### src/rtl/net_frame_ctrl.sv
// Frame sequencer in front of net_proc: loads one frame of pixel bytes into its memory,
// launches a run, waits for done (or the watchdog) and returns the winning class index.
module net_frame_ctrl #(
    parameter int FRAME_LEN      = 784,
    parameter int TIMEOUT_CYCLES = 65535
) (
    input  logic        clk,
    input  logic        rst,
    input  logic        s_valid,
    output logic        s_ready,
    input  logic [7:0]  s_data,
    output logic        ext_mem_rst,
    output logic        ext_mem_we,
    output logic [7:0]  ext_mem_wdata,
    output logic        start,
    input  logic        done,
    input  logic [3:0]  max_idx_10,
    output logic        res_valid,
    input  logic        res_ready,
    output logic [3:0]  res_idx,
    output logic        res_timeout,
    output logic        busy,
    output logic [15:0] frames_done
);

    localparam int BW = $clog2(FRAME_LEN + 1);
    localparam int TW = $clog2(TIMEOUT_CYCLES + 1);

    localparam logic [BW-1:0] LAST_BYTE  = BW'(FRAME_LEN - 1);
    localparam logic [TW-1:0] TMO_LAST   = TW'(TIMEOUT_CYCLES - 1);
    localparam logic [TW-1:0] GUARD_LAST = TW'(1);

    localparam logic [2:0] S_IDLE   = 3'd0;
    localparam logic [2:0] S_CLR    = 3'd1;
    localparam logic [2:0] S_LOAD   = 3'd2;
    localparam logic [2:0] S_FLUSH  = 3'd3;
    localparam logic [2:0] S_START  = 3'd4;
    localparam logic [2:0] S_GUARD  = 3'd5;
    localparam logic [2:0] S_RUN    = 3'd6;
    localparam logic [2:0] S_RESULT = 3'd7;

    logic [2:0]    state;
    logic [BW-1:0] byte_cnt;
    logic [TW-1:0] tmo_cnt;

    // Outputs are registered alongside the state, so each is set on the edge entering
    // the state in which it must be visible.
    always_ff @(posedge clk) begin
        if (rst) begin
            state         <= S_IDLE;
            byte_cnt      <= '0;
            tmo_cnt       <= '0;
            s_ready       <= 1'b0;
            ext_mem_rst   <= 1'b0;
            ext_mem_we    <= 1'b0;
            ext_mem_wdata <= '0;
            start         <= 1'b0;
            res_valid     <= 1'b0;
            res_idx       <= '0;
            res_timeout   <= 1'b0;
            busy          <= 1'b0;
            frames_done   <= '0;
        end else begin
            ext_mem_rst <= 1'b0;
            ext_mem_we  <= 1'b0;
            start       <= 1'b0;
            case (state)
                S_IDLE: begin
                    if (s_valid) begin
                        state       <= S_CLR;
                        ext_mem_rst <= 1'b1;
                        busy        <= 1'b1;
                    end
                end
                S_CLR: begin
                    byte_cnt <= '0;
                    s_ready  <= 1'b1;
                    state    <= S_LOAD;
                end
                S_LOAD: begin
                    if (s_valid && s_ready) begin
                        ext_mem_we    <= 1'b1;
                        ext_mem_wdata <= s_data;
                        byte_cnt      <= byte_cnt + 1'b1;
                        if (byte_cnt == LAST_BYTE) begin
                            s_ready <= 1'b0;
                            state   <= S_FLUSH;
                        end
                    end
                end
                S_FLUSH: begin
                    start <= 1'b1;
                    state <= S_START;
                end
                S_START: begin
                    tmo_cnt <= '0;
                    state   <= S_GUARD;
                end
                // done may still be high from the previous run; only the watchdog counts here
                S_GUARD: begin
                    tmo_cnt <= tmo_cnt + 1'b1;
                    if (tmo_cnt == GUARD_LAST) begin
                        state <= S_RUN;
                    end
                end
                S_RUN: begin
                    tmo_cnt <= tmo_cnt + 1'b1;
                    if (done) begin
                        res_valid   <= 1'b1;
                        res_idx     <= max_idx_10;
                        res_timeout <= 1'b0;
                        state       <= S_RESULT;
                    end else if (tmo_cnt == TMO_LAST) begin
                        res_valid   <= 1'b1;
                        res_idx     <= 4'hF;
                        res_timeout <= 1'b1;
                        state       <= S_RESULT;
                    end
                end
                S_RESULT: begin
                    if (res_ready) begin
                        res_valid   <= 1'b0;
                        frames_done <= frames_done + 1'b1;
                        busy        <= 1'b0;
                        state       <= S_IDLE;
                    end
                end
                default: begin
                    s_ready <= 1'b0;
                    busy    <= 1'b0;
                    state   <= S_IDLE;
                end
            endcase
        end
    end

endmodule

### config.mk
export PLATFORM = sky130hd
export DESIGN_NAME = net_frame_ctrl
export DESIGN_NICKNAME = d
export VERILOG_FILES = /design/src/rtl/net_frame_ctrl.sv
export SDC_FILE = /design/constraint.sdc
export NUM_CORES = 1
export LEC_CHECK = 0
export BUFFER_PORTS_ARGS = -buffer_cell sky130_fd_sc_hd__buf_4
export CORE_AREA = 2 2 71 73
export CTS_BUF_LIST = sky130_fd_sc_hd__clkbuf_2
export DETAILED_ROUTE_END_ITERATION = 6
export DIE_AREA = 0 0 73 75
export GPL_ROUTABILITY_DRIVEN = 0
export MAX_ROUTING_LAYER = met4
export PLACE_DENSITY = 0.86
export SLEW_MARGIN = 0
export SYNTH_ARGS = -nofsm -noshare
export SYNTH_HDL_FRONTEND = slang
export SYNTH_SLANG_ARGS = --single-unit
### constraint.sdc
create_clock -name clk -period 3.8 [get_ports clk]
set_input_delay 0.57 -clock clk [delete_from_list [all_inputs] [get_ports clk]]
set_output_delay 0.57 -clock clk [all_outputs]
set_load 0.01 [all_outputs]
==> metrics.md, run 1 <==
| Metric | Value |
|---|---|
| Status | finished, final reports clean |
| RR Endpoint | tmo_cnt[12]$_SDFFE_PP0P_ |
| R2R depth | 5 |
| Worst slew pin tran | 0.590 ns |
| Starting Density | 61.4% |
| Hold_sp | s_data[4] |
| Final net count | 411 |
| DRC violations left | 0 |
| Syn_nets | 363 |
| Slew headroom | 60.6% |
| Post-synthesis sequential area ratio | 44.8% |
| Arr. time, crit path | 2.64 ns |
| Clock Latency Late Sink | 0.49 ns |
| # fillers | 376 |
| Die Wd | 73 microns |
| Aggregate global-route resource usage | 24.2% |
| Synthesized area per cell | 8.39 sq um |
| Register share of total power | 53.1% |
| Total grt overflow | 0 |
| Final hold slack | 0.300 ns |
| P_int | 0.00102 W |
| Routed via count | 2511 |
| CP most frequent cell | a21oi_1 |
| DRT Wirelength | 6050 microns |
| Clock buffer depth | 2 |
| Max FO, Critical Path | 16 |
| Buffer count from post-CTS setup fixing | 0 |
| Fin. Hold Viols | 0 |
| Drt pass-1 iters | 5 |
| RR Startpoint | state[2]$_SDFFE_PP0P_ |
| Share of cells above drive strength 1 | 18.8% |
| Worst Hold Class | in -> reg |
| Vias in the first global route | 2245 |
| Max VDD drop | 0.330 mV |
| Vias per cell | 5.62 |
| Fin crit share | 58.2% |
| Mapped cell area | 2860 sq um |
| Slowest-stage cell, CP | dfxtp_1 |
| Starting DRT DRC Count | 128 |
| Gate power share | 16.3% |
| Endpoint class of the critical path | flip-flop |
| Pins over their slew limit | 0 |
| Top Family by Delay on Critical Path | flip-flops |
| Startpoint Class | flip-flop |
| IO Count | 52 |
| Area share of the largest cell type after synthesis | 44.8% |
| Largest net degree at the start of global routing | 47 |
| Max cap viols | 0 |
| Met3 Use GR | 5.09% |
| CTS Sinks | 64 |
| Cell chain of the critical path | inv_1 -> a21oi_1 -> nand4_1 -> or3_1 -> a21oi_1 |
| Diodes inserted | 0 |
| Core ar. | 4660 sq um |
| Fmax | 0.452 GHz |
| Antenna Nets Post-Route | 0 |
| Reg2reg setup slack | 1.59 ns |
| Area Growth Syn to Fin | 17.8% |
| IO buf count | 51 |
| Antenna violations before repair | 0 |
| Leakage power | 1.27 nW |
| P_sw | 0.000424 W |
| Clock transition at path regs | 0.16 ns |
| Mapped Cells | 341 |
| First-pass GRT wire length | 9870 microns |
| Post-CTS resize count | 0 |
| Post-DR wirelength/cell | 13.5 microns |
| Met1 Track Usage GR | 28.9% |
| Worst path max stage delay | 0.73 ns |
| Dominant cells by area after synthesis | dfxtp_1 45%, nor2_1 7.1%, xor2_1 5.2%, a21oi_1 4.7%, nand2_1 4.3% |
| Period minus WS final | 2.21 ns |
| Hold path depth | 3 |
| YS warnings | 0 |
| FFs w/ async S/R, synth | 0% |
| Ys flop type | dfxtp_1 |
| WS Path Type | reg -> reg |
| Crit path buf inv count | 1 |
| Std cell rows | 25 |
| Number of distinct library cells after synthesis | 43 |
| Chip height | 75 microns |
| Hold Crit Endpoint | ext_mem_wdata[4]$_SDFFE_PP0P_ |
| Clk pwr share | 30.6% |
| Final TNS setup | 0 ns |
| GR Util met2 | 39.2% |
| CTS Hold Buffers Added | 0 |
| Final setup violation count | 0 |
| Critical Path Stages | 5 |
| Power density over cell area | 429 nW/um^2 |
| Net Sw Frac | 29.3% |
| CP required | 4.23 ns |
| Post-DP HPWL | 4380 microns |
| CTS root buf | clkbuf_2 |
| Fin util | 72.3% |
| TritonCTS clock tree | done |
| H-tree depth | 3 |
| Clock skew | 0.0108 ns |
| CTS buffer count | 9 |
| Die ar. | 5480 sq um |
| Area leader, netlist | dfxtp_1 |
| Number of synthesized flops with an enable pin | 0 |
| RSZ-0062 raised after global routing | false |
| Seq cells post-synth | 64 |
| GRT busiest layer | met2 |
-- registers in the layout, summed over array words and instances (netlist names) --
register       flops
ext_mem_wdata      8
start              1
state              3
busy               1
res_timeout        1
res_valid          1
res_idx            4
frames_done       16
ext_mem_rst        1
ext_mem_we         1
s_ready            1
tmo_cnt           16
byte_cnt          10
-- synthesized netlist by cell type, drive strengths merged, types with 8 or more instances --
| cell | number |
|---|---|
| xor2 | 17 |
| a21oi | 28 |
| inv | 13 |
| clkbuf | 9 |
| nor3 | 9 |
| nand2 | 33 |
| o21ai | 8 |
| or3 | 9 |
| nand4 | 12 |
| dfxtp | 64 |
| nor2 | 54 |
| nand3 | 18 |
| a211oi | 8 |
| xnor2 | 12 |
-- worst reg2reg max path, cell delays in order (launching register included) --
cell and delay, ns:
dfxtp_1 0.73, inv_1 0.23, a21oi_1 0.33, nand4_1 0.29
or3_1 0.40, a21oi_1 0.17
-- metal layers --
| metal | vias up | share of wire [%] |
|---|---|---|
| met2 | 73 | 50 |
| met4 | 0 | 2.0 |
| li1 | 1269 | - |
| met5 | - | 0 |
| met3 | 12 | 4.5 |
| met1 | 1157 | 43 |
-- cells by family (layout without fill, tap and decap cells) --
kind of cell / after synthesis / count (layout) / synth area share, %
multiplexers: 1 / 1 / 0.394
AND/OR/NAND/NOR: 161 / 161 / 28.3
flip-flops: 64 / 64 / 44.8
adder cells (fa/ha/maj): 5 / 5 / 2.19
AO/OA/AOI/OAI: 54 / 54 / 11.5
buffers and inverters: 27 / 79 / 3.94
XOR/XNOR: 29 / 29 / 8.88
-- layout by cell type (no fill, tap or decap), types with 3 or more instances in the layout --
cell / count
clkbuf_2: 10
xor2_1: 17
and4_1: 3
xnor2_1: 12
nor3_1: 8
and3_1: 4
or3_1: 9
a21oi_1: 27
nand2_1: 33
nor4_1: 3
nor2_1: 54
inv_1: 13
nand4_1: 11
o21ai_0: 8
a211oi_1: 8
a21o_1: 4
nor2b_1: 3
nand3_1: 18
dfxtp_1: 64
ha_1: 5
buf_4: 51
-- worst max-delay path by stage --
stage / end / slack [ns] / start
2_1_floorplan: state[0]$_SDFFE_PP0P_ / 2.01 / byte_cnt[5]$_SDFFE_PP0P_
3_3_place_gp: tmo_cnt[14]$_SDFFE_PP0P_ / 1.85 / state[2]$_SDFFE_PP0P_
3_5_place_dp: tmo_cnt[12]$_SDFFE_PP0P_ / 1.62 / state[2]$_SDFFE_PP0P_
4_1_cts: tmo_cnt[12]$_SDFFE_PP0P_ / 1.57 / state[2]$_SDFFE_PP0P_
5_1_grt: tmo_cnt[12]$_SDFFE_PP0P_ / 1.41 / state[2]$_SDFFE_PP0P_
6_report: tmo_cnt[12]$_SDFFE_PP0P_ / 1.59 / state[2]$_SDFFE_PP0P_
-- layout make-up --
class	instances	area [sq um]	share of cell area, %
Inverter	13	48.8	1.45
Sequential cell	64	1280	38.0
Tap cell	54	67.6	2.00
Multi-Input combinational cell	250	1470	43.5
Clock buffer	10	50.0	1.48
Clock inverter	5	72.6	2.15
Timing Repair Buffer	51	383	11.4
-- stage by stage --
stage	std cells	total power, W	setup WS, ns	cell area [sq um]
after floorplan	341	0.000959	2.01	2860
final	447	0.00145	1.59	3370
after detailed placement	432	0.00102	1.62	3250
after global placement	432	0.00101	1.85	3250
after CTS	447	0.00145	1.57	3370
after global routing	447	0.00151	1.41	3370
-- power by group through the flow --
| stage | clock, W | sequential (W) | combinational, W |
|---|---|---|---|
| final | 0.000443 | 0.000768 | 0.000235 |
| after global routing | 0.000475 | 0.000776 | 0.000264 |
| after CTS | 0.000450 | 0.000766 | 0.000236 |
| after detailed placement | 0 | 0.000782 | 0.000235 |
| after global placement | 0 | 0.000781 | 0.000232 |
| after floorplan | 0 | 0.000736 | 0.000223 |
Power figures use the tool's default switching activity.
==> run 2, diff against run 1 <==
--- a/config.mk
+++ b/config.mk
@@ -6,13 +6,13 @@
 export NUM_CORES = 1
 export LEC_CHECK = 0
 export BUFFER_PORTS_ARGS = -buffer_cell sky130_fd_sc_hd__buf_4
-export CORE_AREA = 2 2 71 73
+export CORE_AREA = 2 2 78 80
 export CTS_BUF_LIST = sky130_fd_sc_hd__clkbuf_2
 export DETAILED_ROUTE_END_ITERATION = 6
-export DIE_AREA = 0 0 73 75
+export DIE_AREA = 0 0 80 82
 export GPL_ROUTABILITY_DRIVEN = 0
 export MAX_ROUTING_LAYER = met4
-export PLACE_DENSITY = 0.86
+export PLACE_DENSITY = 0.76
 export SLEW_MARGIN = 0
 export SYNTH_ARGS = -nofsm -noshare
 export SYNTH_HDL_FRONTEND = slang
==> constraint.sdc (replaced) <==
create_clock -name clk -period 1.9 [get_ports clk]
set_input_delay 0.285 -clock clk [delete_from_list [all_inputs] [get_ports clk]]
set_output_delay 0.285 -clock clk [all_outputs]
set_load 0.01 [all_outputs]
==> metrics.md, run 2 (synthesis gave the netlist of run 1 again) <==
| Metric | Value |
|---|---|
| Clock Latency Late Sink | 0.48 ns (about the same) |
| Fmax | 0.548 GHz (+21%) |
| Starting DRT DRC Count | 149 (+16%) |
| First-pass GRT wire length | 10000 microns (+1.5%) |
| Post-DP HPWL | 4290 microns (-2.0%) |
| Max FO, Critical Path | 4 (-12) |
| R2R depth | 5 (unchanged) |
| Antenna violations before repair | 0 (unchanged) |
| Vias per cell | 5.20 (-7.5%) |
| Slew headroom | 60.0% (-0.57 points) |
| CTS buffer count | 9 (unchanged) |
| Critical Path Stages | 5 (unchanged) |
| Vias in the first global route | 2278 (+1.5%) |
| Fin crit share | 96.0% (+38 points) |
| Max cap viols | 0 (unchanged) |
| Die ar. | 6560 sq um (+20%) |
| Leakage power | 1.37 nW (+7.4%) |
| Total grt overflow | 0 (unchanged) |
| Clock skew | 0.0176 ns (+0.00679 ns) |
| Chip height | 82 microns (+9.3%) |
| Antenna Nets Post-Route | 0 (unchanged) |
| CTS Sinks | 64 (unchanged) |
| RSZ-0062 raised after global routing | true |
| Slowest-stage cell, CP | or4b_4 |
| Startpoint Class | flip-flop |
| Pins over their slew limit | 0 (unchanged) |
| Starting Density | 49.8% (-12 points) |
| Largest registers | frames_done: 16 flops, tmo_cnt: 16 flops, byte_cnt: 10 flops |
| Final net count | 427 (+3.9%) |
| Worst path max stage delay | 0.52 ns (-0.21 ns) |
| Die Wd | 80 microns (+9.6%) |
| Clock transition at path regs | 0.16 ns (about the same) |
| Tot Pwr | 0.00285 W (+97%) |
| Core ar. | 5750 sq um (+23%) |
| Max VDD drop | 0.386 mV (+17%) |
| Fin. Hold Viols | 0 (unchanged) |
| CP required | 2.27 ns (-1.96 ns) |
| Cell chain of the critical path | or4b_4 -> nor3_4 -> nor2b_1 -> a311oi_2 -> mux2_2 |
| Clock buffer depth | 2 (unchanged) |
| Final TNS setup | 0 ns (unchanged) |
| Final setup violation count | 0 (unchanged) |
| Share of cells above drive strength 1 | 24.0% (+5.1 points) |
| Crit path buf inv count | 0 (-1) |
| Diodes inserted | 0 (unchanged) |
| Power density over cell area | 808 nW/um^2 (+88%) |
| Worst slew pin tran | 0.597 ns (+0.00676 ns) |
| IO buf count | 51 (unchanged) |
| Most frequent cells in the layout | 65 x buf_4, 58 x dfxtp_1, 54 x nor2_1, 33 x nand2_1, 27 x a21oi_1 |
| Status | finished, final reports clean |
| Endpoint class of the critical path | flip-flop |
| Post-DR wirelength/cell | 12.4 microns (-8.6%) |
| Top Family by Delay on Critical Path | simple AND/OR/NAND/NOR gates |
| H-tree depth | 3 (unchanged) |
| Area Growth Syn to Fin | 23.3% |
| TritonCTS clock tree | done |
| Most common cell after layout, fill and taps aside | buf_4 |
| DRT Wirelength | 5990 microns (-1.0%) |
| Std cell rows | 28 (+12%) |
| CTS root buf | clkbuf_2 |
| IO Count | 52 (unchanged) |
| Hold path depth | 3 (unchanged) |
| Routed via count | 2515 (+0.16%) |
| Period minus WS final | 1.82 ns (-0.388 ns) |
| Arr. time, crit path | 2.19 ns (-0.45 ns) |
| # fillers | 537 (+43%) |
| Largest net degree at the start of global routing | 29 (-38%) |
| DRC violations left | 0 (unchanged) |
| Aggregate global-route resource usage | 20.0% (-4.2 points) |
| Drt pass-1 iters | 4 (-1) |
| WS Path Type | reg -> reg |
| Worst Hold Class | in -> reg |
run 2: cell types whose count changed in the layout (fill, tap and decap cells not counted), moves of 2 or more:
cell           previous run  this run
clkinv_2                  1         3
dlygate4sd3_1             0         2
dfxtp_2                   0         6
buf_4                    51        65
dfxtp_1                  64        58
run 2: power by group:
| part | total (W) | internal, W | switching, W | leakage (nW) |
|---|---|---|---|---|
| clock network | 0.000746 | 0.000292 | 0.000454 | 0.0690 |
| logic | 0.000583 | 0.000286 | 0.000297 | 0.778 |
| registers | 0.00152 | 0.00141 | 0.000116 | 0.519 |
| total | 0.00285 | 0.00198 | 0.000867 | 1.37 |
run 2: layout make-up:
class                           instances  area, sq um  share of cell area [%]
Multi-Input combinational cell        250         1490                    42.2
Clock inverter                          5         48.8                    1.38
Clock buffer                           10         50.0                    1.42
Sequential cell                        64         1290                    36.5
Inverter                               13         48.8                    1.38
Tap cell                               75         93.8                    2.66
Timing Repair Buffer                   67          508                    14.4
run 2: worst min-delay path, delay by kind of cell:
| kind | cells | cell delay [ns] |
|---|---|---|
| simple gates | 1 | 0.04 |
| buf+inv | 1 | 0.11 |
| compound gates | 1 | 0.05 |
run 2: path summary, 6_finish.rpt:
path	to	slack, ns	startpoint
max	state[0]$_SDFFE_PP0P_	0.08	byte_cnt[6]$_SDFFE_PP0P_
min	ext_mem_wdata[3]$_SDFFE_PP0P_	0.04	s_data[3]
max reg2reg	state[0]$_SDFFE_PP0P_	0.08	byte_cnt[6]$_SDFFE_PP0P_
min reg2reg	res_timeout$_SDFFE_PP0P_	0.46	res_timeout$_SDFFE_PP0P_
run 2: metrics by stage:
| stage | std cells | area, sq um | setup WS (ns) | hold slack, ns | utilization, % |
|---|---|---|---|---|---|
| 2_1_floorplan | 341 | 2860 | 0.105 | 0.421 | - |
| 3_3_place_gp | 466 | 3370 | 0.0997 | 0.437 | 58.7 |
| 3_5_place_dp | 466 | 3370 | 0.00801 | 0.440 | 58.7 |
| 4_1_cts | 481 | 3470 | 0.0274 | 0.000270 | 60.4 |
| 5_1_grt | 484 | 3530 | -0.0193 | -0.00625 | 61.4 |
| 6_report | 484 | 3530 | 0.0765 | 0.0378 | 61.4 |
run 2: repair_timing:
action                                 in CTS  in global routing
pin swaps                                   0                  4
endpoints found under the hold margin       0                  2
buffers inserted                            0                  1
gates resized for setup                     1                  9
hold buffers                                0                  2
setup endpoints to repair                   1                 12
run 2: layer usage:
metal  vias to the layer above  track usage (%)  wire [microns]
met4                         0             7.63              98
met2                        58             30.8            2810
met1                      1150             25.1            2780
met3                        10             5.49             300
met5                         -                -               0
li1                       1297                -               -
==> run 3, diff against run 2 <==
==> constraint.sdc (replaced) <==
create_clock -name clk -period 1.6 [get_ports clk]
set_input_delay 0.24 -clock clk [delete_from_list [all_inputs] [get_ports clk]]
set_output_delay 0.24 -clock clk [all_outputs]
set_load 0.01 [all_outputs]
==> metrics.md, run 3 (synthesis gave the netlist of run 1 again) <==
| Metric | Value |
|---|---|
| Net Sw Frac | 30.9% (+0.50 points) |
| Post-DR wirelength/cell | 14.2 microns (+15%) |
| Reg2reg setup slack | -0.29 ns (-0.37 ns) |
| Endpoint class of the critical path | flip-flop |
| Clock transition at path regs | 0.20 ns (+0.04 ns) |
| Antenna Nets Post-Route | 0 (unchanged) |
| Final hold slack | 0.0841 ns (+0.0464 ns) |
| Drt pass-1 iters | 4 (unchanged) |
| Tot Pwr | 0.00401 W (+41%) |
| Chip height | 82 microns (unchanged) |
| Std cell rows | 28 (unchanged) |
| H-tree depth | 3 (unchanged) |
| Final net count | 496 (+16%) |
| DRC violations left | 0 (unchanged) |
| Failing checks | negative setup slack |
| Clock Latency Late Sink | 0.51 ns (+0.03 ns) |
| Clock skew | 0.0218 ns (+0.00418 ns) |
| Status | finished with violations |
| Max FO, Critical Path | 3 (-1) |
| Period minus WS final | 1.89 ns (+0.0661 ns) |
| Total grt overflow | 0 (unchanged) |
| CTS root buf | clkbuf_2 |
| Routed wl met3 | 393 microns (+31%) |
| First-pass GRT wire length | 11900 microns (+19%) |
| DRT Wirelength | 7870 microns (+31%) |
| Fin crit share | 118% (+22 points) |
| Fin util | 74.8% (+13 points) |
| CP required | 2.04 ns (-0.23 ns) |
| Worst slew pin tran | 0.510 ns (-0.0872 ns) |
| IO buf count | 51 (unchanged) |
| Aggregate global-route resource usage | 23.9% (+3.9 points) |
| Routed via count | 2943 (+17%) |
| Starting Density | 49.8% (unchanged) |
| Most frequent cells in the layout | 120 x buf_4, 55 x dfxtp_1, 53 x nor2_1, 32 x nand2_1, 23 x a21oi_1 |
| Clk pwr share | 28.6% (+2.4 points) |
| Largest net degree at the start of global routing | 31 (+6.9%) |
| Gate power share | 28.3% (+7.8 points) |
| Pins over their slew limit | 0 (unchanged) |
| Die ar. | 6560 sq um (unchanged) |
| WS Path Type | reg -> reg |
| Leakage power | 1.78 nW (+30%) |
| Register share of total power | 43.1% (-10 points) |
| CTS Sinks | 64 (unchanged) |
| Arr. time, crit path | 2.33 ns (+0.14 ns) |
| Final setup margin | -0.290 ns (-0.366 ns) |
| TritonCTS clock tree | done |
| Area Growth Syn to Fin | 50.2% |
| IO Count | 52 (unchanged) |
| RSZ-0062 raised after global routing | true |
| Power density over cell area | 934 nW/um^2 (+16%) |
| Wl on met1 | 3150 microns (+13%) |
| Share of cells above drive strength 1 | 38.2% (+14 points) |
| Cells after DPL | 516 (+11%) |
| P_int | 0.00277 W (+40%) |
| Clock buffer depth | 2 (unchanged) |
| Fmax | 0.529 GHz (-3.5%) |
| Slew headroom | 65.9% (+5.8 points) |
| Largest registers | frames_done: 16 flops, tmo_cnt: 16 flops, byte_cnt: 10 flops |
| Worst Hold Class | in -> reg |
| Die Wd | 80 microns (unchanged) |
| Post-DP HPWL | 4990 microns (+16%) |
| Uppermost layer routed | met4 |
| Antenna violations before repair | 0 (unchanged) |
| P_sw | 0.00124 W (+43%) |
| Startpoint Class | flip-flop |
| Starting DRT DRC Count | 190 (+28%) |
| Non-Filler Instances | 554 (+14%) |
| Most common cell after layout, fill and taps aside | buf_4 |
| Vias in the first global route | 2769 (+22%) |
| Fin. Hold Viols | 0 (unchanged) |
| Vias per cell | 5.31 (+2.2%) |
| Max VDD drop | 0.549 mV (+42%) |
| Max cap viols | 0 (unchanged) |
| CTS buffer count | 9 (unchanged) |
| Routed wl met2 | 4120 microns (+47%) |
| Core ar. | 5750 sq um (unchanged) |
| Final setup violation count | 17 (+17) |
| Diodes inserted | 0 (unchanged) |
[run 3: cell count changes in the layout (fill, tap and decap cells not counted), sizes merged]
| cell | previous run | this run |
|---|---|---|
| buf | 65 | 123 |
| bufinv | 1 | 2 |
| clkbuf | 10 | 9 |
| clkinv | 4 | 1 |
| clkinvlp | 0 | 3 |
| dlygate4sd3 | 2 | 13 |
| inv | 13 | 14 |
[run 3: final timing paths]
check                                               from                            to  cells after the start
worst max-delay path             tmo_cnt[1]$_SDFFE_PP0P_         state[0]$_SDFFE_PP0P_                      7
worst min-delay path                                 rst  frames_done[12]$_SDFFE_PP0P_                      2
worst max register to register   tmo_cnt[1]$_SDFFE_PP0P_         state[0]$_SDFFE_PP0P_                      7
worst min register to register  res_timeout$_SDFFE_PP0P_      res_timeout$_SDFFE_PP0P_                      2
[run 3: power groups by stage]
stage               Sequential [W]  Clock (W)  Combinational, W
floorplan                  0.00175          0          0.000549
CTS                        0.00172    0.00116           0.00102
global placement           0.00175          0          0.000958
finish                     0.00173    0.00115           0.00114
global route               0.00174    0.00122           0.00123
detailed placement         0.00175          0          0.000974
[run 3: critical path: stages, from the launching register on]
cell      delay, ns
dfxtp_2        0.39
buf_4          0.12
ha_4           0.14
nand3_4        0.09
nor4_4         0.34
nor2_1         0.10
a311oi_2       0.31
mux2_4         0.32
[run 3: stage by stage]
step | setup TNS, ns | worst slack [ns] | area, sq um
global route | -3.42 | -0.323 | 4300
finish | -1.99 | -0.290 | 4300
CTS | -0.400 | -0.174 | 4100
floorplan | -0.0675 | -0.0675 | 2880
global placement | -0.507 | -0.137 | 3760
detailed placement | -0.800 | -0.193 | 3760
[run 3: routing by layer]
layer,global-route usage (%),vias up
met5,-,-
met2,41.2,76
met3,4.95,17
met4,11.5,0
li1,-,1449
met1,26.4,1401
[run 3: layout make-up]
type	instances	area (sq um)
Multi-Input combinational cell	250	1660
Fill cell	387	1450
Sequential cell	64	1290
Timing Repair Buffer	136	1060
Clock inverter	7	95.1
Tap cell	75	93.8
Inverter	13	48.8
Clock buffer	9	45.0
[run 3: what timing repair did]
action	4_1_cts	5_1_grt
pin swaps	4	19
setup buffers	3	6
hold endpoints to repair	12	1
hold buffers	12	1
endpoints found under the setup margin	23	38
resized for setup	13	33
